==> src/rtl/axil_pkg.sv <==
// Shared types and constants for the AXI4-Lite command/response initiator.
`timescale 1ns/1ps
package axil_pkg;

  // One state per protocol phase; a single transaction is in flight at a time.
  typedef enum logic [2:0] {
    IDLE         = 3'd0,
    WR_ADDR_DATA = 3'd1,
    WR_RESP      = 3'd2,
    RD_ADDR      = 3'd3,
    RD_DATA      = 3'd4,
    RSP          = 3'd5
  } axil_state_t;

  // AXI response codes, passed through to rsp_resp unchanged.
  localparam logic [1:0] AXI_OKAY   = 2'b00;
  localparam logic [1:0] AXI_EXOKAY = 2'b01;
  localparam logic [1:0] AXI_SLVERR = 2'b10;
  localparam logic [1:0] AXI_DECERR = 2'b11;

  // Unprivileged, secure, data access.
  localparam logic [2:0] AXI_PROT_DEFAULT = 3'b000;

endpackage

==> src/rtl/axil_master.sv <==
// AXI4-Lite single-outstanding initiator: turns a cmd/rsp handshake into
// one AXI4-Lite read or write transaction at a time.
//
// Handshake semantics (all channels, command and response side alike):
// a transfer happens on a rising edge where VALID and READY are both high.
// VALID never depends combinationally on READY, and every payload is held in
// a register so it stays stable for as long as its VALID is high.
`timescale 1ns/1ps
module axil_master
  import axil_pkg::*;
#(
  parameter int C_M_AXI_ADDR_WIDTH = 7,
  parameter int C_M_AXI_DATA_WIDTH = 32
) (
  input  logic                              axi_aclk,
  input  logic                              axi_aresetn,
  // command side
  input  logic                              cmd_valid,
  output logic                              cmd_ready,
  input  logic                              cmd_write,
  input  logic [C_M_AXI_ADDR_WIDTH-1:0]     cmd_addr,
  input  logic [C_M_AXI_DATA_WIDTH-1:0]     cmd_wdata,
  input  logic [C_M_AXI_DATA_WIDTH/8-1:0]   cmd_wstrb,
  // response side
  output logic                              rsp_valid,
  input  logic                              rsp_ready,
  output logic                              rsp_write,
  output logic [C_M_AXI_DATA_WIDTH-1:0]     rsp_rdata,
  output logic [1:0]                        rsp_resp,
  // AXI write address
  output logic [C_M_AXI_ADDR_WIDTH-1:0]     M_AXI_AWADDR,
  output logic [2:0]                        M_AXI_AWPROT,
  output logic                              M_AXI_AWVALID,
  input  logic                              M_AXI_AWREADY,
  // AXI write data
  output logic [C_M_AXI_DATA_WIDTH-1:0]     M_AXI_WDATA,
  output logic [C_M_AXI_DATA_WIDTH/8-1:0]   M_AXI_WSTRB,
  output logic                              M_AXI_WVALID,
  input  logic                              M_AXI_WREADY,
  // AXI write response
  input  logic [1:0]                        M_AXI_BRESP,
  input  logic                              M_AXI_BVALID,
  output logic                              M_AXI_BREADY,
  // AXI read address
  output logic [C_M_AXI_ADDR_WIDTH-1:0]     M_AXI_ARADDR,
  output logic [2:0]                        M_AXI_ARPROT,
  output logic                              M_AXI_ARVALID,
  input  logic                              M_AXI_ARREADY,
  // AXI read data
  input  logic [C_M_AXI_DATA_WIDTH-1:0]     M_AXI_RDATA,
  input  logic [1:0]                        M_AXI_RRESP,
  input  logic                              M_AXI_RVALID,
  output logic                              M_AXI_RREADY,
  // debug visibility of the protocol FSM
  output axil_state_t                       dbg_state_o
);

  localparam int AW = C_M_AXI_ADDR_WIDTH;
  localparam int DW = C_M_AXI_DATA_WIDTH;
  localparam int SW = C_M_AXI_DATA_WIDTH / 8;

  // Word alignment: the two byte-offset bits never reach the bus.
  localparam logic [AW-1:0] ADDR_LSB_MASK = AW'(3);

  axil_state_t   state_q, state_d;

  logic [AW-1:0] addr_q;
  logic [DW-1:0] wdata_q;
  logic [SW-1:0] wstrb_q;
  logic          write_q;
  logic [DW-1:0] rdata_q;
  logic [1:0]    resp_q;
  logic          aw_done_q, aw_done_d;
  logic          w_done_q,  w_done_d;

  logic          cmd_hs;
  logic          aw_hs;
  logic          w_hs;
  logic          b_hs;
  logic          ar_hs;
  logic          r_hs;

  assign cmd_hs = cmd_valid     & cmd_ready;
  assign aw_hs  = M_AXI_AWVALID & M_AXI_AWREADY;
  assign w_hs   = M_AXI_WVALID  & M_AXI_WREADY;
  assign b_hs   = M_AXI_BVALID  & M_AXI_BREADY;
  assign ar_hs  = M_AXI_ARVALID & M_AXI_ARREADY;
  assign r_hs   = M_AXI_RVALID  & M_AXI_RREADY;

  // State register; reset abandons any transaction in flight.
  always_ff @(posedge axi_aclk) begin
    if (!axi_aresetn) begin
      state_q <= IDLE;
    end else begin
      state_q <= state_d;
    end
  end

  // AW and W complete independently; a flag remembers each finished channel.
  always_comb begin
    aw_done_d = aw_done_q;
    w_done_d  = w_done_q;
    if (cmd_hs) begin
      aw_done_d = 1'b0;
      w_done_d  = 1'b0;
    end else begin
      if (aw_hs) aw_done_d = 1'b1;
      if (w_hs)  w_done_d  = 1'b1;
    end
  end

  // Next-state decode: advance only on the handshake that ends each phase.
  always_comb begin
    state_d = state_q;
    case (state_q)
      IDLE: begin
        if (cmd_hs) state_d = cmd_write ? WR_ADDR_DATA : RD_ADDR;
      end
      WR_ADDR_DATA: begin
        if (aw_done_d && w_done_d) state_d = WR_RESP;
      end
      WR_RESP: begin
        if (b_hs) state_d = RSP;
      end
      RD_ADDR: begin
        if (ar_hs) state_d = RD_DATA;
      end
      RD_DATA: begin
        if (r_hs) state_d = RSP;
      end
      RSP: begin
        if (rsp_valid && rsp_ready) state_d = IDLE;
      end
      default: state_d = IDLE;
    endcase
  end

  // Output decode: VALID/READY strobes come from state and done flags only.
  always_comb begin
    cmd_ready     = 1'b0;
    M_AXI_AWVALID = 1'b0;
    M_AXI_WVALID  = 1'b0;
    M_AXI_BREADY  = 1'b0;
    M_AXI_ARVALID = 1'b0;
    M_AXI_RREADY  = 1'b0;
    rsp_valid     = 1'b0;
    case (state_q)
      IDLE:         cmd_ready     = axi_aresetn;
      WR_ADDR_DATA: begin
        M_AXI_AWVALID = ~aw_done_q;
        M_AXI_WVALID  = ~w_done_q;
      end
      WR_RESP:      M_AXI_BREADY  = 1'b1;
      RD_ADDR:      M_AXI_ARVALID = 1'b1;
      RD_DATA:      M_AXI_RREADY  = 1'b1;
      RSP:          rsp_valid     = 1'b1;
      default:      ;
    endcase
  end

  // Payload and response capture; everything here is stable between events.
  always_ff @(posedge axi_aclk) begin
    if (!axi_aresetn) begin
      addr_q    <= '0;
      wdata_q   <= '0;
      wstrb_q   <= '0;
      write_q   <= 1'b0;
      rdata_q   <= '0;
      resp_q    <= AXI_OKAY;
      aw_done_q <= 1'b0;
      w_done_q  <= 1'b0;
    end else begin
      aw_done_q <= aw_done_d;
      w_done_q  <= w_done_d;
      if (cmd_hs) begin
        addr_q  <= cmd_addr & ~ADDR_LSB_MASK;
        wdata_q <= cmd_wdata;
        wstrb_q <= cmd_wstrb;
        write_q <= cmd_write;
        // Writes report zero read data, so clear it up front.
        rdata_q <= '0;
        resp_q  <= AXI_OKAY;
      end
      if (state_q == WR_RESP && b_hs) begin
        resp_q <= M_AXI_BRESP;
      end
      if (state_q == RD_DATA && r_hs) begin
        rdata_q <= M_AXI_RDATA;
        resp_q  <= M_AXI_RRESP;
      end
    end
  end

  assign M_AXI_AWADDR = addr_q;
  assign M_AXI_AWPROT = AXI_PROT_DEFAULT;
  assign M_AXI_WDATA  = wdata_q;
  assign M_AXI_WSTRB  = wstrb_q;
  assign M_AXI_ARADDR = addr_q;
  assign M_AXI_ARPROT = AXI_PROT_DEFAULT;

  assign rsp_write    = write_q;
  assign rsp_rdata    = rdata_q;
  assign rsp_resp     = resp_q;

  assign dbg_state_o  = state_q;

endmodule
==> config.mk <==
export PLATFORM = sky130hd
export DESIGN_NAME = axil_master
export DESIGN_NICKNAME = d
export VERILOG_FILES = /design/src/rtl/axil_pkg.sv /design/src/rtl/axil_master.sv
export SDC_FILE = /design/constraint.sdc
export NUM_CORES = 1
export LEC_CHECK = 0
export CORE_ASPECT_RATIO = 1.4
export CORE_MARGIN = 10
export CORE_UTILIZATION = 42
export DETAILED_ROUTE_END_ITERATION = 12
export HOLD_SLACK_MARGIN = 0.03
export PLACE_DENSITY_LB_ADDON = 0.1
export SETUP_SLACK_MARGIN = 0.05
export SYNTH_ARGS = -nofsm -noshare
export SYNTH_HDL_FRONTEND = slang
export SYNTH_SLANG_ARGS = --single-unit
export TNS_END_PERCENT = 50
==> constraint.sdc <==
create_clock -name axi_aclk -period 3.1 [get_ports axi_aclk]
set_clock_uncertainty 0.05 [all_clocks]
set_input_delay 0.62 -clock axi_aclk [delete_from_list [all_inputs] [get_ports axi_aclk]]
set_output_delay 0.62 -clock axi_aclk [all_outputs]
set_load 0.01 [all_outputs]
Word level (Yosys, flattened, before mapping)
Cells that the tools add are included.

Flip-flop bits (word level): 81. Bits of input ports: 89. Logic and storage cells: 60.

Equal/unequal tests: 11. Muxes and demuxes: 24. Bitwise gates (word level): 8. Reduce and logical (&&, ||, !) cells: 8.

Operator list (number): 2-to-1 mux 32 bit (2); 2-to-1 mux 3 bit (6); case mux 3 bit (6 select lines) (1); != test 2 bit (second input constant) (6); 2-to-1 mux 1 bit (11); 2-to-1 mux 2 bit (4); AND 1 bit (6); == test 3 x 2 -> 1 bit (second input constant) (2); == test 3 bit (second input constant) (2); AND reduction 6 bit (1); logical AND 1 bit (4); == test 3 x 1 -> 1 bit (second input constant) (1); logical NOT 3 bit (1); nonzero test 3 bit (1); inverter 1 bit (2); nonzero test 2 bit (1).

Logic depth before layout (Yosys ltp)
Depth in word-level cells: 8. Depth in mapped cells: 7. Mapped depth without buffers: 4.

Worst setup path after synthesis
OpenSTA, ideal clock, no wires.

Kind: input to output. Start: input axi_aresetn. End: output cmd_ready. Data arrival time: 1453 ps. Required time: 2430 ps. Setup slack: 977 ps. Cell stages on the path: 4. Path through: or4b_1 > buf_6 > clkinv_2 > buf_4.

Longest elaborated chain between the ends: 1.

Ends and longest elaborated chain: start: declaration (line axil_master.sv:16) `input logic axi_aresetn,`; 2-to-1 mux 1 bit (line axil_master.sv:147) `case (state_q)`; end: declaration (line axil_master.sv:19) `output logic cmd_ready,`.

No other way between the ends.

Worst setup path in the final report
Start: register state_q[0] (netlist: dbg_state_o[0]). End: output M_AXI_WVALID.

Longest elaborated chain between the ends: 2.

Ends and longest elaborated chain: start: declaration (line axil_master.sv:65) `axil_state_t state_q, state_d;`; start signal: assignment (line axil_master.sv:95) `state_q <= state_d;`; == test 3 x 1 -> 1 bit (line axil_master.sv:147); 2-to-1 mux 1 bit (line axil_master.sv:147); end: declaration (line axil_master.sv:38) `output logic M_AXI_WVALID,`.

No other way between the ends.

==> results.cfg <==
[yosys]
yosys.area.top_type = dfxtp_1
netlist.area_leader.share_pct = 46.7
synth_cell_type_count = 34
synthesis.area_mm2 = 0.00347
async_flop_share_pct = 0
synth-edff-count = 0
syn_area_per_cell_um2 = 8.53
ys_top_cells_by_area = dfxtp_1, nand2_1, o211ai_1, a21boi_1, nand3_1
netlist_top_cells_count = dfxtp_1, nand2_1, nand3_1
yosys.cell_count.top_type = dfxtp_1
synthFlopType = dfxtp_1
yosysWarnings = 0
ys_ff_latch = 81
yosysSeqAreaShare_pct = 46.7
synth_cells = 407

[grt]
grt_max_degree = 84
grt_pass1_wl_mm = 17.8
overflow = 0
grt_use_total_pct = 17.3
grt_antenna_before_repair = 0
grt_pass1_vias = 3321

[worst_hold_path]
holdCritPathClass = reg -> reg

[placed_design]
place_area_mm2 = 0.00516
dp_hpwl_mm = 8.11
portBuffers = 177
routabilityCongestion = 0.745
placed_cells = 650

[clocking]
cts_resized = 0
clock_path_buffers = 2
cts_buffers = 9
hold_buffers = 0
cts.sinks = 81
htreeDepth = 3
cts.clk_slew.worst_paths_ns = 0.06
insertion_delay_ns = 0.33
cts_root_buf = clkbuf_16
post_cts_buffers = 0
tritoncts = built

[sta]
finalSetupTns_ns = 0
worstMarginPinSlew_ns = 0.759
hold_viol = 0
fin_crit_ns = 2.66
min_period_over_period_pct = 85.7
slew_violations = 0
slew-limit-headroom_pct = 49.4
rsz0062_at_grt = false
fmax_ghz = 0.376
finalSetupViolCount = 0

[worst_setup_path]
path_buf_inv = 1
max_stage_delay_ns = 0.56
r2r_start = dbg_state_o[2]
critPathCaptureType = output pin
cpMaxStageDelayCell = clkdlybuf4s50_1
crit_fanout = 10
crit_cells = 3
r2r_cells = 4
reg2reg_slack_ns = 0.89
critPathLaunchType = flop
critical_path_class = reg -> out
critPathCapture = M_AXI_WVALID
required_ns = 2.43
timing.rr.end = M_AXI_WSTRB[0]
crit_family = simple AND/OR/NAND/NOR gates
path_cells = or3b_2 > nor2_1 > clkdlybuf4s50_1
critical_path.startpoint = dbg_state_o[0]
arrival_ns = 1.99

[final_layout]
area_growth_pct = 57.1
layout-drive-gt1-share_pct = 5.33
final_area_mm2 = 0.00546
final_cells = 665
antenna_cells = 0
fin_nets = 648

[routing]
dr.pass1.iters = 4
drtIter0Drc = 139
vias = 3407
antenna_left = 0
vias_per_cell = 5.12
routedWlPerCell_um = 17.0
drt-total-wl_mm = 11.3
drt_drc_violations_left = 0

[status]
outcome = finished clean

[floorplan]
start_util_pct = 42.9
rows = 39
core_area_mm2 = 0.00810
die_area_mm2 = 0.0124
io_pins = 190
die_h_um = 128
dieWidth_um = 96.9

[pwr]
power.leakage_uw = 0.00192
power_density_mw_per_mm2 = 511
vdd_ir_drop_max_uv = 357

[run]
maxCapViolCount = 0
layout make-up:
| type | instances | area, um^2 |
|---|---|---|
| fill | 681 | 2640 |
| clock buffer | 12 | 256 |
| multi-input combinational | 277 | 1550 |
| timing repair buffer | 188 | 1850 |
| sequential | 81 | 1620 |
| clock inverter | 3 | 40.0 |
| inverter | 2 | 8.76 |
| tap | 102 | 128 |
cells by family after synthesis:
logic type | Yosys count | synth area share [%]
and+or+nand+nor | 142 | 19.7
DFF | 81 | 46.7
buffers and inverters | 58 | 10.0
other | 1 | 0.108
AOI/OAI and AO/OA | 124 | 23.2
muxes | 1 | 0.288
per-stage QoR:
| step | hold WS, ns | utilization, % | setup slack [ns] | power, uW |
|---|---|---|---|---|
| after global placement | 0.384 | 63.7 | 0.555 | 1750 |
| final | 0.396 | 67.4 | 0.442 | 2790 |
| after CTS | 0.399 | 67.4 | 0.423 | 2820 |
| after detailed placement | 0.391 | 63.7 | 0.570 | 1760 |
| after floorplan | 0.423 | - | 0.977 | 1460 |
| after global routing | 0.412 | 67.4 | 0.349 | 2910 |
layer usage:
layer	up-vias	GRT usage (%)	wire length, um
li1	1696	-	-
met1	1574	18.9	4460
met2	126	29.1	5730
met3	11	6.74	947
met4	0	7.48	177
met5	-	0	0
cells in the final DEF (no fill, tap or decap), drive strengths merged:
cell type      Yosys  layout
nand2             76      76
o22a               1       1
nor4               1       1
clkinv             2       4
nand3             42      42
o211ai            35      35
nand4b             1       1
or4bb              2       2
dfxtp             81      81
buf               32      12
o31a               1       1
o21ai             45      45
a32oi              1       1
and3b              1       1
clkbuf            24      12
a21boi            32      32
nor2               7       7
or4b               1       1
nand4bb            1       1
o21a               1       1
or3b               1       1
a21oi              7       7
nor4bb             2       2
nor3b              6       6
clkdlybuf4s50      0     176
bufinv             0       1
conb               1      10
nand2b             1       1
mux2i              1       1
a211oi             1       1
sequential cells by signal, summed over array words and instances (netlist names):
register	count
aw_done_q	1
dbg_state_o	3
M_AXI_ARADDR	5
rsp_write	1
rsp_rdata	32
M_AXI_WSTRB	4
M_AXI_WDATA	32
rsp_resp	2
w_done_q	1
worst reg2reg max path, stage by stage (launching register included):
cell and delay [ns]:
dfxtp_1 0.39, or4b_1 0.61, buf_4 0.30, nor2_8 0.52, o21ai_0 0.20
power by group:
part / internal [uW] / switching (uW)
Combinational: 307 / 266
Clock: 661 / 398
Sequential: 1110 / 43.6
Total: 2080 / 708
how the worst min path moves through the flow:
stage               startpoint              end  slack (ns)  cells past startpoint
6_report        M_AXI_WDATA[6]   M_AXI_WDATA[6]        0.40                      2
4_1_cts         M_AXI_WDATA[6]   M_AXI_WDATA[6]        0.40                      2
2_1_floorplan   M_AXI_WDATA[0]   M_AXI_WDATA[0]        0.42                      2
3_3_place_gp    M_AXI_WDATA[0]   M_AXI_WDATA[0]        0.38                      2
5_1_grt        M_AXI_WDATA[19]  M_AXI_WDATA[19]        0.41                      2
3_5_place_dp    M_AXI_WDATA[6]   M_AXI_WDATA[6]        0.39                      2
Note: power is estimated with default switching activity, not from simulation.
